File: src/rtl/fp_recfn_pkg.sv
// Shared definitions for the recFN F32 divide/sqrt slice.
// Holds the recFN field positions, the special exponent codes, the exponent
// bias, the FSM state encoding, the iteration count and the registered raw
// result record.
package fp_recfn_pkg;

  localparam int REC_W     = 33;
  localparam int SIGN_BIT  = 32;
  localparam int EXP_MSB   = 31;
  localparam int EXP_LSB   = 23;
  localparam int FRACT_MSB = 22;

  // Top three exponent bits select the class of a recFN value.
  localparam logic [2:0] EXP_CODE_ZERO = 3'b000;
  localparam logic [2:0] EXP_CODE_INF  = 3'b110;
  localparam logic [2:0] EXP_CODE_NAN  = 3'b111;

  localparam logic [9:0] EXP_BIAS   = 10'd256;
  localparam logic [4:0] ITER_COUNT = 5'd25;

  typedef enum logic [1:0] {
    ST_IDLE = 2'd0,
    ST_ITER = 2'd1,
    ST_DONE = 2'd2
  } state_e;

  // Everything presented to the downstream rounder; held between DONE cycles.
  typedef struct packed {
    logic        is_nan;
    logic        is_inf;
    logic        is_zero;
    logic        sign;
    logic [9:0]  sexp;
    logic [26:0] sig;
    logic        invalid;
    logic        infinite;
    logic [2:0]  rm;
  } raw_out_t;

endpackage

File: src/rtl/div_sqrt_raw_f32_if.sv
// Operation/result bus of the raw divide/sqrt unit.
// master: issues operations (inValid, sqrtOp, a, b, roundingMode) and
//         observes inReady plus the raw result and its valid pulses.
// slave : the unit itself.
interface div_sqrt_raw_f32_if;
  import fp_recfn_pkg::*;

  logic             io_inReady;
  logic             io_inValid;
  logic             io_sqrtOp;
  logic [REC_W-1:0] io_a;
  logic [REC_W-1:0] io_b;
  logic [2:0]       io_roundingMode;
  logic             io_rawOutValid_div;
  logic             io_rawOutValid_sqrt;
  logic [2:0]       io_roundingModeOut;
  logic             io_invalidExc;
  logic             io_infiniteExc;
  logic             io_rawOut_isNaN;
  logic             io_rawOut_isInf;
  logic             io_rawOut_isZero;
  logic             io_rawOut_sign;
  logic [9:0]       io_rawOut_sExp;
  logic [26:0]      io_rawOut_sig;

  modport master (
    input  io_inReady, io_rawOutValid_div, io_rawOutValid_sqrt,
           io_roundingModeOut, io_invalidExc, io_infiniteExc,
           io_rawOut_isNaN, io_rawOut_isInf, io_rawOut_isZero,
           io_rawOut_sign, io_rawOut_sExp, io_rawOut_sig,
    output io_inValid, io_sqrtOp, io_a, io_b, io_roundingMode
  );

  modport slave (
    output io_inReady, io_rawOutValid_div, io_rawOutValid_sqrt,
           io_roundingModeOut, io_invalidExc, io_infiniteExc,
           io_rawOut_isNaN, io_rawOut_isInf, io_rawOut_isZero,
           io_rawOut_sign, io_rawOut_sExp, io_rawOut_sig,
    input  io_inValid, io_sqrtOp, io_a, io_b, io_roundingMode
  );

endinterface

File: src/rtl/rec_f32_classify.sv
// Combinational decode of one 33-bit recFN operand.
// rec_i    : recFN value
// is_*_o   : class flags (NaN, signalling NaN, infinity, zero)
// sign_o   : sign bit; exp_o: 9-bit recoded exponent
// sig_o    : significand with the hidden one, {1, fract}, value in [1,2)
module rec_f32_classify
  import fp_recfn_pkg::*;
(
  input  logic [REC_W-1:0] rec_i,
  output logic             is_nan_o,
  output logic             is_snan_o,
  output logic             is_inf_o,
  output logic             is_zero_o,
  output logic             sign_o,
  output logic [8:0]       exp_o,
  output logic [23:0]      sig_o
);

  logic [2:0] code;

  assign code      = rec_i[EXP_MSB -: 3];
  assign sign_o    = rec_i[SIGN_BIT];
  assign exp_o     = rec_i[EXP_MSB:EXP_LSB];
  assign sig_o     = {1'b1, rec_i[FRACT_MSB:0]};
  assign is_zero_o = (code == EXP_CODE_ZERO);
  assign is_inf_o  = (code == EXP_CODE_INF);
  assign is_nan_o  = (code == EXP_CODE_NAN);
  assign is_snan_o = is_nan_o && !rec_i[FRACT_MSB];

endmodule

File: src/rtl/div_sqrt_raw_f32.sv
// Iterative radix-2 divide / square-root producing an unrounded raw result.
// clock, reset : sole clock; synchronous active-high reset
// bus (slave)  : ready/valid operation input, raw result (sign, 10-bit
//                sExp biased 256, 27-bit sig with sticky in bit 0), class
//                flags, exception flags and the captured rounding mode.
// Normal operands take 25 ITER cycles, one result bit each; special operands
// go straight to DONE. DONE pulses the valid of the operation type for one
// cycle while the registered raw outputs hold until the next DONE.
module div_sqrt_raw_f32
  import fp_recfn_pkg::*;
(
  input  logic              clock,
  input  logic              reset,
  div_sqrt_raw_f32_if.slave bus
);

  logic        a_nan, a_snan, a_inf, a_zero, a_sign;
  logic        b_nan, b_snan, b_inf, b_zero, b_sign;
  logic [8:0]  a_exp, b_exp;
  logic [23:0] a_sig, b_sig;

  rec_f32_classify u_cls_a (
    .rec_i(bus.io_a), .is_nan_o(a_nan), .is_snan_o(a_snan), .is_inf_o(a_inf),
    .is_zero_o(a_zero), .sign_o(a_sign), .exp_o(a_exp), .sig_o(a_sig)
  );

  rec_f32_classify u_cls_b (
    .rec_i(bus.io_b), .is_nan_o(b_nan), .is_snan_o(b_snan), .is_inf_o(b_inf),
    .is_zero_o(b_zero), .sign_o(b_sign), .exp_o(b_exp), .sig_o(b_sig)
  );

  state_e      state_q, state_d;
  logic [4:0]  cnt_q, cnt_d;
  logic        is_sqrt_q, is_sqrt_d;
  logic [2:0]  rm_q, rm_d;
  logic        sign_q, sign_d;
  logic [9:0]  sexp_q, sexp_d;
  logic [26:0] rem_q, rem_d;
  logic [23:0] divisor_q, divisor_d;
  logic [49:0] rad_q, rad_d;
  logic [24:0] quo_q, quo_d;
  raw_out_t    out_q, out_d;

  // Special-operand classification at accept time.
  logic div_invalid, div_nan, div_inf, div_zero, div_infinite, div_special;
  logic sq_invalid, sq_nan, sq_special, op_special;

  assign div_invalid  = a_snan || b_snan || (a_zero && b_zero) || (a_inf && b_inf);
  assign div_nan      = div_invalid || a_nan || b_nan;
  assign div_infinite = !a_nan && !a_inf && !a_zero && b_zero;
  assign div_inf      = (a_inf || b_zero) && !div_nan;
  assign div_zero     = (a_zero || b_inf) && !div_nan;
  assign div_special  = a_nan || b_nan || a_inf || b_inf || a_zero || b_zero;
  // Any negative operand that is not a zero or a NaN is an invalid sqrt.
  assign sq_invalid   = a_snan || (a_sign && !a_zero && !a_nan);
  assign sq_nan       = sq_invalid || a_nan;
  assign sq_special   = a_nan || a_inf || a_zero || a_sign;
  assign op_special   = bus.io_sqrtOp ? sq_special : div_special;

  // Normal-path initial values.
  logic        div_pre, sq_odd;
  logic [25:0] div_rem0;
  logic [9:0]  div_sexp, sq_sexp;
  logic [8:0]  sq_exp_even;
  logic [49:0] sq_rad0;

  // Pre-shifting a smaller dividend keeps the first quotient bit at 2^0.
  assign div_pre     = (a_sig < b_sig);
  assign div_rem0    = div_pre ? {1'b0, a_sig, 1'b0} : {2'b00, a_sig};
  assign div_sexp    = {1'b0, a_exp} - {1'b0, b_exp} + EXP_BIAS - {9'd0, div_pre};
  // Bias 256 is even, so the parity of the unbiased exponent is exp[0].
  assign sq_odd      = a_exp[0];
  assign sq_exp_even = a_exp - {8'd0, sq_odd};
  assign sq_sexp     = {2'b00, sq_exp_even[8:1]} + 10'd128;
  // Radicand scaled by 2^48 so 25 two-bit steps yield a root with 24 fraction bits.
  assign sq_rad0     = sq_odd ? {a_sig, 26'd0} : {1'b0, a_sig, 25'd0};

  // One recurrence step.
  logic        div_ge, sq_ge, q_bit;
  logic [26:0] div_sub, sq_shift, sq_trial, sq_sub, rem_next;
  logic [24:0] quo_next;

  assign div_ge   = (rem_q >= {3'd0, divisor_q});
  assign div_sub  = div_ge ? (rem_q - {3'd0, divisor_q}) : rem_q;
  assign sq_shift = (rem_q << 2) | {25'd0, rad_q[49:48]};
  assign sq_trial = {quo_q, 2'b01};
  assign sq_ge    = (sq_shift >= sq_trial);
  assign sq_sub   = sq_ge ? (sq_shift - sq_trial) : sq_shift;
  assign q_bit    = is_sqrt_q ? sq_ge : div_ge;
  assign quo_next = {quo_q[23:0], q_bit};
  assign rem_next = is_sqrt_q ? sq_sub : (div_sub << 1);

  // NOTE: every variable gets its hold value first so no path through the
  // case leaves one unassigned, which would otherwise infer a latch.
  always_comb begin
    state_d   = state_q;
    cnt_d     = cnt_q;
    is_sqrt_d = is_sqrt_q;
    rm_d      = rm_q;
    sign_d    = sign_q;
    sexp_d    = sexp_q;
    rem_d     = rem_q;
    divisor_d = divisor_q;
    rad_d     = rad_q;
    quo_d     = quo_q;
    out_d     = out_q;

    unique case (state_q)
      ST_IDLE: begin
        if (bus.io_inValid) begin
          is_sqrt_d = bus.io_sqrtOp;
          rm_d      = bus.io_roundingMode;
          quo_d     = '0;
          divisor_d = b_sig;
          if (bus.io_sqrtOp) begin
            sign_d = 1'b0;
            sexp_d = sq_sexp;
            rem_d  = '0;
            rad_d  = sq_rad0;
          end else begin
            sign_d = a_sign ^ b_sign;
            sexp_d = div_sexp;
            rem_d  = {1'b0, div_rem0};
          end
          if (op_special) begin
            out_d    = '0;
            out_d.rm = bus.io_roundingMode;
            if (bus.io_sqrtOp) begin
              out_d.invalid = sq_invalid;
              out_d.is_nan  = sq_nan;
              out_d.is_inf  = a_inf && !a_sign;
              out_d.is_zero = a_zero;
              out_d.sign    = a_zero && a_sign;
            end else begin
              out_d.invalid  = div_invalid;
              out_d.is_nan   = div_nan;
              out_d.infinite = div_infinite;
              out_d.is_inf   = div_inf;
              out_d.is_zero  = div_zero;
              out_d.sign     = a_sign ^ b_sign;
            end
            state_d = ST_DONE;
          end else begin
            cnt_d   = ITER_COUNT - 5'd1;
            state_d = ST_ITER;
          end
        end
      end
      ST_ITER: begin
        rem_d = rem_next;
        quo_d = quo_next;
        rad_d = rad_q << 2;
        if (cnt_q == 5'd0) begin
          out_d      = '0;
          out_d.rm   = rm_q;
          out_d.sign = sign_q;
          out_d.sexp = sexp_q;
          out_d.sig  = {1'b0, quo_next, |rem_next};
          state_d    = ST_DONE;
        end else begin
          cnt_d = cnt_q - 5'd1;
        end
      end
      ST_DONE: state_d = ST_IDLE;
      default: state_d = ST_IDLE;
    endcase
  end

  // NOTE: state registers use non-blocking assignments so every flop samples
  // the pre-edge values regardless of statement order.
  always_ff @(posedge clock) begin
    if (reset) begin
      state_q   <= ST_IDLE;
      cnt_q     <= '0;
      is_sqrt_q <= 1'b0;
      rm_q      <= '0;
      sign_q    <= 1'b0;
      sexp_q    <= '0;
      rem_q     <= '0;
      divisor_q <= '0;
      rad_q     <= '0;
      quo_q     <= '0;
      out_q     <= '0;
    end else begin
      state_q   <= state_d;
      cnt_q     <= cnt_d;
      is_sqrt_q <= is_sqrt_d;
      rm_q      <= rm_d;
      sign_q    <= sign_d;
      sexp_q    <= sexp_d;
      rem_q     <= rem_d;
      divisor_q <= divisor_d;
      rad_q     <= rad_d;
      quo_q     <= quo_d;
      out_q     <= out_d;
    end
  end

  // Reset during DONE aborts the operation, so it also masks that cycle's pulse.
  assign bus.io_inReady          = (state_q == ST_IDLE);
  assign bus.io_rawOutValid_div  = (state_q == ST_DONE) && !is_sqrt_q && !reset;
  assign bus.io_rawOutValid_sqrt = (state_q == ST_DONE) && is_sqrt_q && !reset;
  assign bus.io_roundingModeOut  = out_q.rm;
  assign bus.io_invalidExc       = out_q.invalid;
  assign bus.io_infiniteExc      = out_q.infinite;
  assign bus.io_rawOut_isNaN     = out_q.is_nan;
  assign bus.io_rawOut_isInf     = out_q.is_inf;
  assign bus.io_rawOut_isZero    = out_q.is_zero;
  assign bus.io_rawOut_sign      = out_q.sign;
  assign bus.io_rawOut_sExp      = out_q.sexp;
  assign bus.io_rawOut_sig       = out_q.sig;

endmodule
File: src/flat_wrapper.sv
// flat-port wrapper written by rule: the top's interface ports become plain ports
module div_sqrt_raw_f32_flat import fp_recfn_pkg::*;
  (clock, reset, bus_io_inReady, bus_io_rawOutValid_div, bus_io_rawOutValid_sqrt, bus_io_roundingModeOut, bus_io_invalidExc, bus_io_infiniteExc, bus_io_rawOut_isNaN, bus_io_rawOut_isInf, bus_io_rawOut_isZero, bus_io_rawOut_sign, bus_io_rawOut_sExp, bus_io_rawOut_sig, bus_io_inValid, bus_io_sqrtOp, bus_io_a, bus_io_b, bus_io_roundingMode);
  div_sqrt_raw_f32_if bus_i ();
  input  logic clock;
  input  logic reset;
  output wire logic [$bits(bus_i.io_inReady)-1:0] bus_io_inReady;
  output wire logic [$bits(bus_i.io_rawOutValid_div)-1:0] bus_io_rawOutValid_div;
  output wire logic [$bits(bus_i.io_rawOutValid_sqrt)-1:0] bus_io_rawOutValid_sqrt;
  output wire logic [$bits(bus_i.io_roundingModeOut)-1:0] bus_io_roundingModeOut;
  output wire logic [$bits(bus_i.io_invalidExc)-1:0] bus_io_invalidExc;
  output wire logic [$bits(bus_i.io_infiniteExc)-1:0] bus_io_infiniteExc;
  output wire logic [$bits(bus_i.io_rawOut_isNaN)-1:0] bus_io_rawOut_isNaN;
  output wire logic [$bits(bus_i.io_rawOut_isInf)-1:0] bus_io_rawOut_isInf;
  output wire logic [$bits(bus_i.io_rawOut_isZero)-1:0] bus_io_rawOut_isZero;
  output wire logic [$bits(bus_i.io_rawOut_sign)-1:0] bus_io_rawOut_sign;
  output wire logic [$bits(bus_i.io_rawOut_sExp)-1:0] bus_io_rawOut_sExp;
  output wire logic [$bits(bus_i.io_rawOut_sig)-1:0] bus_io_rawOut_sig;
  input wire logic [$bits(bus_i.io_inValid)-1:0] bus_io_inValid;
  input wire logic [$bits(bus_i.io_sqrtOp)-1:0] bus_io_sqrtOp;
  input wire logic [$bits(bus_i.io_a)-1:0] bus_io_a;
  input wire logic [$bits(bus_i.io_b)-1:0] bus_io_b;
  input wire logic [$bits(bus_i.io_roundingMode)-1:0] bus_io_roundingMode;
  assign bus_io_inReady = bus_i.io_inReady;
  assign bus_io_rawOutValid_div = bus_i.io_rawOutValid_div;
  assign bus_io_rawOutValid_sqrt = bus_i.io_rawOutValid_sqrt;
  assign bus_io_roundingModeOut = bus_i.io_roundingModeOut;
  assign bus_io_invalidExc = bus_i.io_invalidExc;
  assign bus_io_infiniteExc = bus_i.io_infiniteExc;
  assign bus_io_rawOut_isNaN = bus_i.io_rawOut_isNaN;
  assign bus_io_rawOut_isInf = bus_i.io_rawOut_isInf;
  assign bus_io_rawOut_isZero = bus_i.io_rawOut_isZero;
  assign bus_io_rawOut_sign = bus_i.io_rawOut_sign;
  assign bus_io_rawOut_sExp = bus_i.io_rawOut_sExp;
  assign bus_io_rawOut_sig = bus_i.io_rawOut_sig;
  assign bus_i.io_inValid = bus_io_inValid;
  assign bus_i.io_sqrtOp = bus_io_sqrtOp;
  assign bus_i.io_a = bus_io_a;
  assign bus_i.io_b = bus_io_b;
  assign bus_i.io_roundingMode = bus_io_roundingMode;
  div_sqrt_raw_f32 u_core (.clock(clock), .reset(reset), .bus(bus_i));
endmodule
File: config.mk
export PLATFORM = sky130hd
export DESIGN_NAME = div_sqrt_raw_f32_flat
export DESIGN_NICKNAME = d
export VERILOG_FILES = /design/src/rtl/fp_recfn_pkg.sv /design/src/rtl/div_sqrt_raw_f32_if.sv /design/src/rtl/rec_f32_classify.sv /design/src/rtl/div_sqrt_raw_f32.sv /design/src/flat_wrapper.sv
export SDC_FILE = /design/constraint.sdc
export NUM_CORES = 1
export LEC_CHECK = 0
export ABC_AREA = 1
export CELL_PAD_IN_SITES_DETAIL_PLACEMENT = 0
export CELL_PAD_IN_SITES_GLOBAL_PLACEMENT = 1
export CORE_MARGIN = 2
export CORE_UTILIZATION = 46
export CTS_CLUSTER_SIZE = 24
export DETAILED_ROUTE_END_ITERATION = 16
export DONT_BUFFER_PORTS = 1
export PLACE_DENSITY = 0.94
export SYNTH_ARGS = -nofsm -noshare
export SYNTH_HDL_FRONTEND = slang
export SYNTH_HIERARCHICAL = 1
export SYNTH_SLANG_ARGS = --single-unit
export TNS_END_PERCENT = 100
File: constraint.sdc
create_clock -name clock -period 5.77 [get_ports clock]
set_input_delay 1.4425 -clock clock [delete_from_list [all_inputs] [get_ports clock]]
set_output_delay 1.4425 -clock clock [all_outputs]
set_load 0.02 [all_outputs]
[Word-level counts from Yosys, hierarchy flattened]
Index checks and enable logic that the tools add are counted.
Storage, ports and cells
  memory bits (writable): 0
  bits in read-only memories: 0
  output and inout port bits: 49
  latch bits: 0
  bits of input ports: 73
  word-level logic and storage cells: 131
  memories: 0
  bits in registers: 194
Operators by class
  shift-type cells: 0
  multiplexer cells: 32
  bitwise operators: 2
  multiply operators: 0
  eq/ne operators: 12
  $lt $le $gt $ge: 3
  divide/modulo/power cells: 0
  add/subtract/negate cells: 8
  reduce and logical (&&, ||, !) cells: 55
Operator list (number)
  50-bit 2-to-1 mux: 3
  46-bit 2-to-1 mux: 3
  50-bit one-hot mux with 2 select lines: 1
  46-bit one-hot mux with 2 select lines: 1
  27-bit 2-to-1 mux: 3
  27-bit one-hot mux with 2 select lines: 1
  26-bit 2-to-1 mux: 2
  25-bit 2-to-1 mux: 2
  25-bit one-hot mux with 2 select lines: 1
  27-bit by 24-bit greater-or-equal comparator with 1-bit output: 1
  27-bit greater-or-equal comparator: 1
  27-bit by 2-bit bitwise OR with 27-bit output: 1
  27-bit OR reduction: 1
  27-bit subtractor: 1
  26-bit by 24-bit subtractor with 26-bit output: 1
  24-bit less-than comparator: 1
  1-bit logical AND: 17
  1-bit logical OR: 17
  5-bit 2-to-1 mux: 3
  3-bit == test (second input constant): 4
  10-bit by 9-bit adder with 10-bit output (second input constant): 1
  10-bit 2-to-1 mux: 1
  5-bit one-hot mux with 2 select lines: 1
  10-bit by 1-bit subtractor with 10-bit output: 1
  other kinds (21): 43

[Logic depth before layout (Yosys ltp)]
Gate-level depths: netlist of the first run.
  word-level depth: 13
  mapped depth: 31
  depth with buffers taken out: 29

[Cells and area by module]
The synthesis of the first run kept the hierarchy.
By module, submodules not included
  div_sqrt_raw_f32: times used 1, sequential area each 3363.2 µm², cells an instance 2168, area each 13095.1 µm²
  rec_f32_classify: times used 2, sequential area each 0.0 µm², cells an instance 41, area each 291.5 µm²

[Worst setup path before layout of the first run]
Ideal clock, no wire load.
  kind: in2reg
  start: input bus_io_a[3]
  end: register u_core.sexp_q[8]
  library setup time: 0.070 ns
  stages: 24
  setup slack: 0.822 ns
  data required time: 5.700 ns
  arrival: 4.877 ns
  buffers on the path: 2
  cells stage by stage: buf_4 > ha_1 > nand2_1 > o21ai_0 > nand3_1 > a21oi_1 > o211ai_1 > nand2_1 > buf_2 > inv_1 > fa_1 > fa_1 > inv_1 > ha_1 > inv_1 > fa_1 > o31ai_1 > inv_1 > nor2_1 > o21ai_0 > nand2_1 > xor2_1 > o21bai_1 > a21oi_1
On the way
  cells in the longest elaborated chain, start to end: 3
RTL lines
  start, declared: RTL line flat_wrapper.sv:21  | input wire logic [$bits(bus_i.io_a)-1:0] bus_io_a;
  24-bit less-than comparator: RTL line div_sqrt_raw_f32.sv:68  | assign div_pre = (a_sig < b_sig);
  10-bit by 1-bit subtractor with 10-bit output: RTL line div_sqrt_raw_f32.sv:70  | assign div_sexp = {1'b0, a_exp} - {1'b0, b_exp} + EXP_BIAS - {9'd0, div_pre};
  10-bit 2-to-1 mux: RTL line div_sqrt_raw_f32.sv:115  | if (bus.io_sqrtOp) begin
  end signal, assigned: RTL line div_sqrt_raw_f32.sv:190  | sexp_q <= sexp_d;
  end, declared: RTL line div_sqrt_raw_f32.sv:37  | logic [9:0] sexp_q, sexp_d;
Every way passes these cells.
A chain may end at the register's enable or synchronous reset.

[Worst setup path in the final report of the first run]
  start: input bus_io_b[22]
  end: register u_core.sexp_q[8]
On the way
  cells in the longest elaborated chain, start to end: 3
RTL lines
  start, declared: RTL line flat_wrapper.sv:22  | input wire logic [$bits(bus_i.io_b)-1:0] bus_io_b;
  24-bit less-than comparator: RTL line div_sqrt_raw_f32.sv:68
  10-bit by 1-bit subtractor with 10-bit output: RTL line div_sqrt_raw_f32.sv:70
  10-bit 2-to-1 mux: RTL line div_sqrt_raw_f32.sv:115
Every way passes these cells.

==> results of run 1 <==
## state kept, by name (all words and copies together) (netlist names)
register,cells
u_core/cnt_q,5
u_core/sexp_q,10
u_core/bus.io_rawOut_sig,26
u_core/bus.io_invalidExc,1
u_core/rm_q,3
u_core/bus.io_rawOut_isNaN,1
u_core/bus.io_roundingModeOut,3
u_core/divisor_q,24
u_core/bus.io_rawOut_sign,1
u_core/bus.io_infiniteExc,1
u_core/bus.io_rawOut_isZero,1
u_core/state_q,2
u_core/bus.io_rawOut_isInf,1
u_core/sign_q,1
u_core/is_sqrt_q,1
u_core/bus.io_rawOut_sExp,10
u_core/quo_q,25
u_core/rem_q,27
u_core/rad_q,25
## layout by cell type, fill, tap and decap left out, types with 12 or more instances in the layout
| cell type | Yosys | layout |
|---|---|---|
| nor2_1 | 191 | 188 |
| dfxtp_1 | 168 | 168 |
| clkbuf_16 | 0 | 17 |
| xor2_1 | 15 | 15 |
| nor2_2 | 11 | 12 |
| nand3_1 | 121 | 121 |
| a211oi_1 | 36 | 36 |
| a21oi_1 | 187 | 187 |
| ha_1 | 94 | 94 |
| o211ai_1 | 50 | 50 |
| o21ai_0 | 102 | 102 |
| nand4_1 | 13 | 13 |
| inv_1 | 353 | 353 |
| nand2_1 | 653 | 652 |
## routing by layer
layer  global-route usage  vias up  part of all wire
met5                    0        -                 0
met4               0.0871        0             0.024
met3               0.0536       55             0.085
met2                0.440      513              0.44
met1                0.392     6281              0.46
li1                     -     6858                 -
## synthesized netlist by cell type, types with 13 or more instances
cell type	instances	area [um2]
a211oi_1	36	270
a21oi_1	187	936
buf_4	69	518
clkbuf_1	61	229
dfxtp_1	168	3360
ha_1	94	1180
inv_1	353	1330
nand2_1	653	2450
nand3_1	121	606
nand4_1	13	81.3
nor2_1	191	717
o211ai_1	50	375
o21ai_0	102	510
xor2_1	15	131
## kinds of logic after synthesis
| logic type | after synthesis | share of synthesized area |
|---|---|---|
| adder cells (fa/ha/maj) | 99 | 0.0933 |
| flip-flops | 168 | 0.246 |
| AND/OR/NAND/NOR | 1042 | 0.315 |
| other | 3 | 0.000823 |
| XOR/XNOR | 22 | 0.0141 |
| buffers and inverters | 512 | 0.163 |
| AO/OA/AOI/OAI | 404 | 0.168 |
## cell type report
cell class / instances / area, um2 / share of cell area
clock buffers: 17 / 425 / 0.0304
inverters: 362 / 1360 / 0.0971
repair buffers: 11 / 82.6 / 0.00590
clock inverters: 15 / 163 / 0.0116
flip-flops and latches: 168 / 3360 / 0.240
multi-input cells: 1570 / 8110 / 0.580
well taps: 390 / 488 / 0.0349
## power breakdown
part	total, mW	leakage, nW	internal (mW)	switching, mW
clock network	1.16	0.281	0.614	0.547
logic	2.50	5.47	0.760	1.74
registers	1.43	1.38	1.28	0.150
## path summary, 6_finish.rpt
check | startpoint | endpoint
setup reg to reg | u_core/rem_q[24]$_SDFFE_PP0P_ | u_core/bus.io_rawOut_sig[0]$_SDFFE_PP0P_
setup / recovery | bus_io_b[22] | u_core/sexp_q[8]$_SDFFE_PP0P_
hold reg to reg | u_core/quo_q[24]$_SDFFE_PP0P_ | u_core/quo_q[24]$_SDFFE_PP0P_
hold / removal | u_core/quo_q[24]$_SDFFE_PP0P_ | u_core/quo_q[24]$_SDFFE_PP0P_
## worst min-delay path: stages (launching register included)
cell and delay, ps:
dfxtp_1 310, nand2_1 60, a21oi_1 50
==> summary.txt, run 1 <==
Placed design
  • Placed insts: roughly 2500
  • HPWL Detailed: approximately 34000 um
  • Dpl ws: 584 ps
  • Placement Cell Area: roughly 13000 um2
  • GP Congestion: between 1 and 1.5
  • # port buffers: 0

Cells and area
  • Area Overhead vs Synth: 2.30%
  • Fin nets: 2302
  • Fillcell total: around 3100
  • Design area: approximately 14000 um2
  • Post-Layout Cell Count: between 2000 and 3000
  • Share of layout cells above drive strength 1: 0.0429
  • Final core occ: 0.475
  • Inserted Diodes: 0

Drt
  • DRT iter0 DRCs: 1055
  • DRC: 0
  • WL per Instance: roughly 17 um
  • Final WL: between 40000 and 50000 um
  • Vias after detailed routing: about 14000
  • Drt first pass iters: 5
  • Vias per std cell: 5.41
  • Remaining antenna violation count: 0

Synth
  • Sequential element share of the synthesized area: 0.246
  • Flops & latches, synth: ~170
  • Avg Cell Area, Syn: approximately 6.1 um2
  • Netlist cell types: 45
  • YS warnings: 6
  • Mapped Area: about 14000 um2
  • Asr flop ratio synth: 0
  • Top FF cell, synth: dfxtp_1
  • Net count of the mapped netlist: roughly 2400
  • Gate count of the mapped netlist: between 2000 and 2500
  • Post-synth EDFFs: 0

Critical path
  • Worst Path Max Fanout: 3
  • Slowest stage delay, CP: 400 ps
  • Setup CP Type: in2reg
  • R2r worst-path depth: 21
  • Startpoint types: input port
  • Critical Path, Cell by Cell: inv_1 > ha_1 > nand2_1 > inv_1 > nand3_1 > nor3_1 > o211ai_1 > nand2_1 > inv_1 > fa_1 > fa_1 > inv_1 > ha_1 > inv_1 > fa_1 > o31ai_1 > inv_1 > nor2_1 > o21ai_0 > nand2_1 > xor2_1 > o21bai_1 > a21oi_1
  • CP top delay family: adder cells
  • R2R setup slack: 1900 ps
  • Worst path slowest cell: fa_1
  • Stages on the worst setup path: 23
  • Crit path DAT: slightly above 5000 ps
  • Buf/Inv on CP: 6
  • Crit. End Element: flop
  • Crit path top cell by count: inv_1
  • Req. time, crit path: between 6000 and 7000 ps

Global routing
  • Largest net degree at the start of global routing: 107
  • Remaining global-route overflow: 0
  • Initial antenna violation count: 0
  • Total track usage: 0.282
  • Global-route wire length before repair: 68100 um
  • Vias in the first global route: between 10000 and 15000

Die
  • Die ar.: between 30000 and 40000 um2
  • Chip Width: ~180 um
  • Rows: 63
  • Core Area: between 20000 and 30000 um2
  • Die Y: 176 um
  • I/O pin count: 122
  • Initial core utilization: 0.464

Pwr
  • Maximum VDD drop: ~0.23 mV
  • Pleak: ~7.1 nW
  • Power Total: about 5 mW
  • PD cells: ~360 nW/um2

Clocking
  • Reg clk slew, reported paths: approximately 80 ps
  • Number of CTS-inserted buffers: 17
  • CTS tree: yes
  • Clk sinks: roughly 170
  • CTS max path bufs: 2
  • CTS Hold Bufs: 0
  • H-tree lvl count: 4
  • Clk_lat worst skew: between 400 and 500 ps
  • Postcts setup bufs: 0
  • Number of gates resized after cts: 0
  • Clock Tree Root: clkbuf_16

Timing
  • Unrepaired setup endpoints after global routing: no
  • Final hold viol count: 0
  • Setup TNS: 0 ps
  • Final setup margin: approximately 990 ps
  • Fin crit share: 0.828
  • Setup Skew: 13.4 ps
  • Final setup viols: 0
  • F_max: 0.209 GHz
  • Worst hold margin: ~460 ps
  • Minimum clock period: about 4800 ps
  • Slew Viols, Final: 0
  • Relative slew margins: 0.311
  • Worst-Margin Slew: 1030 ps

Min path
  • Hold path depth: 2
  • Hold Crit Class: reg2reg

Job
  • Max Cap Viol: 0

Status
  • Outcome: finished, final reports clean
No activity file was read; power rests on OpenSTA's default activity.
==> run 2: changes to the inputs <==
--- a/config.mk
+++ b/config.mk
@@ -9,11 +9,11 @@
 export CELL_PAD_IN_SITES_DETAIL_PLACEMENT = 0
 export CELL_PAD_IN_SITES_GLOBAL_PLACEMENT = 1
 export CORE_MARGIN = 2
-export CORE_UTILIZATION = 46
+export CORE_UTILIZATION = 41
 export CTS_CLUSTER_SIZE = 24
 export DETAILED_ROUTE_END_ITERATION = 16
 export DONT_BUFFER_PORTS = 1
-export PLACE_DENSITY = 0.94
+export PLACE_DENSITY = 0.89
 export SYNTH_ARGS = -nofsm -noshare
 export SYNTH_HDL_FRONTEND = slang
 export SYNTH_HIERARCHICAL = 1
==> constraint.sdc (replaced) <==
create_clock -name clock -period 3.85 [get_ports clock]
set_input_delay 0.9625 -clock clock [delete_from_list [all_inputs] [get_ports clock]]
set_output_delay 0.9625 -clock clock [all_outputs]
set_load 0.02 [all_outputs]
==> run 2 against run 1 <==
Critical path depth shrank 2. Core utilization shrank 2.7 points. Wire length grew 2.4%. Clock skew barely moved. Sequential power up 48%. Hold slack gained 2.2 ps. Final area up 4.5%. Die area increased by 12%. Non-clock buffer count up 33. Largest power group unchanged.
==> summary.txt, run 2 (synthesis gave the netlist of run 1 again) <==
Die
  • Core Area: between 30000 and 40000 um2
  • Rows: 66
  • Die Y: ~190 um
  • Die ar.: 34800 um2
  • I/O pin count: approximately 120
  • Initial core utilization: 0.418
  • Chip Width: about 190 um

Drt
  • DRT iter0 DRCs: 1153
  • Drt first pass iters: 6
  • WL per Instance: 17.3 um
  • Remaining antenna violation count: 0
  • Vias per std cell: around 5.3
  • Final WL: 45200 um
  • Vias after detailed routing: approximately 14000
  • DRC: 0

Cells and area
  • Fillcell total: ~3600
  • Fin nets: between 2000 and 2500
  • Commonest non-fill, non-tap cell in the layout: nand2_1
  • Max reg flops: 27
  • Design area: 14600 um2
  • Area Overhead vs Synth: 6.93%
  • Area of the multi-input gates: around 8400 um2
  • Most frequent cells in the layout: 646 x nand2_1, 341 x inv_1, 187 x nor2_1, 182 x a21oi_1, 168 x dfxtp_1
  • Post-Layout Cell Count: about 2600
  • Share of layout cells above drive strength 1: 0.0800
  • Register area: ~3400 um2
  • Inserted Diodes: 0
  • Most flops, register: u_core/rem_q

Clocking
  • Reg clk slew, reported paths: around 80 ps
  • CTS tree: yes
  • Clock Tree Root: clkbuf_16
  • CTS max path bufs: 2
  • H-tree lvl count: 4
  • Clk sinks: ~170
  • Clk_lat worst skew: about 450 ps
  • Number of CTS-inserted buffers: 17
  • CTS Hold Bufs: 0

Global routing
  • Total track usage: 0.256
  • Vias in the first global route: about 13000
  • GR Util met3: 0.0367
  • Remaining global-route overflow: 0
  • Initial antenna violation count: 0
  • Global-route wire length before repair: between 70000 and 80000 um
  • GR Util met2: 0.412
  • Met1 Use GR: 0.353
  • Busiest metal layer after global routing: met2
  • Largest net degree at the start of global routing: ~110

Timing
  • Final hold viol count: 0
  • Slew Viols, Final: 0
  • Minimum clock period: 3750 ps
  • Setup Skew: ~14 ps
  • F_max: about 0.27 GHz
  • Fin crit share: 0.974
  • Relative slew margins: 0.305
  • Unrepaired setup endpoints after global routing: yes
  • Final setup viols: 0
  • Worst-Margin Slew: 1040 ps

Placed design
  • Placement Cell Area: approximately 14000 um2
  • HPWL Detailed: about 36000 um
  • # port buffers: 0
  • GP Congestion: 0.986
  • Placed insts: ~2600

Critical path
  • Crit path DAT: between 4000 and 5000 ps
  • Worst Path Max Fanout: 2
  • Crit. End Element: flop
  • Req. time, crit path: roughly 4200 ps
  • Worst path slowest cell: fa_2
  • Slowest stage delay, CP: between 300 and 400 ps
  • Startpoint types: input port
  • Setup CP Type: in2reg
  • Critical Path, Cell by Cell: inv_1 > ha_4 > nand2_1 > nor3_4 > o211ai_1 > nand2_1 > inv_4 > fa_2 > fa_2 > inv_2 > ha_4 > inv_2 > fa_2 > o31ai_4 > inv_1 > nor2_2 > o21ai_1 > nand2_1 > xor2_1 > o21bai_1 > a21oi_1

Min path
  • Hold Crit Class: reg2reg

Job
  • Max Cap Viol: 0

Pwr
  • Maximum VDD drop: roughly 0.32 mV
  • Pleak: between 7 and 8 nW
  • PD cells: about 530 nW/um2

Status
  • Outcome: finished, final reports clean
run 2: changes by cell type in the layout (fill, tap and decap cells not counted), sizes merged:
cell / change
buf: +33
inv: -1
clkinvlp: +1
run 2: final cells by class:
cell class	instances	area share
flip-flops and latches	168	0.230
multi-input cells	1570	0.576
repair buffers	44	0.0226
clock inverters	15	0.0109
inverters	362	0.0938
clock buffers	17	0.0291
well taps	442	0.0378
run 2: repair_timing:
| action | 4_1_cts | 5_1_grt |
|---|---|---|
| gates cloned | 0 | 0 |
| pin swaps | 6 | 14 |
| gates resized for setup | 5 | 29 |
| endpoints found under the setup margin | 2 | 2 |
| setup buffers | 1 | 0 |
run 2: final timing paths:
check	endpoint	cells past startpoint	start	slack, ps
worst min register to register	u_core/quo_q[24]$_SDFFE_PP0P_	2	u_core/quo_q[24]$_SDFFE_PP0P_	460
worst max-delay path	u_core/sexp_q[8]$_SDFFE_PP0P_	21	bus_io_b[17]	100
worst max register to register	u_core/bus.io_rawOut_sig[0]$_SDFFE_PP0P_	20	u_core/rem_q[22]$_SDFFE_PP0P_	360
worst min-delay path	u_core/quo_q[24]$_SDFFE_PP0P_	2	u_core/quo_q[24]$_SDFFE_PP0P_	460
run 2: routing by layer:
metal	wire, um	part of all wire
met3	3330	0.074
met1	20600	0.46
met2	20100	0.44
met5	0	0
met4	1120	0.025
run 2: where the power goes:
part,internal [mW],switching (mW)
clock,0.919,0.824
combinational,1.24,2.66
sequential,1.91,0.210
total,4.07,3.69
run 2: worst max-delay path, delay by kind of cell:
kind	cells	cell delay [ps]
fa+ha+maj	5	1440
buf+inv	5	280
compound gates	5	640
simple gates	5	680
xor+xnor	1	130
run 2: through the flow:
step	utilization	setup TNS [ps]	hold slack [ps]	worst slack (ps)	total power, mW
after detailed placement	0.424	-2070	448	-635	5.94
after CTS	0.443	0	460	11.0	7.70
after global placement	0.424	-1870	445	-565	5.93
final	0.447	0	461	98.9	7.77
after global routing	0.447	-108	482	-58.1	8.33
after floorplan	-	-893	433	-387	4.97
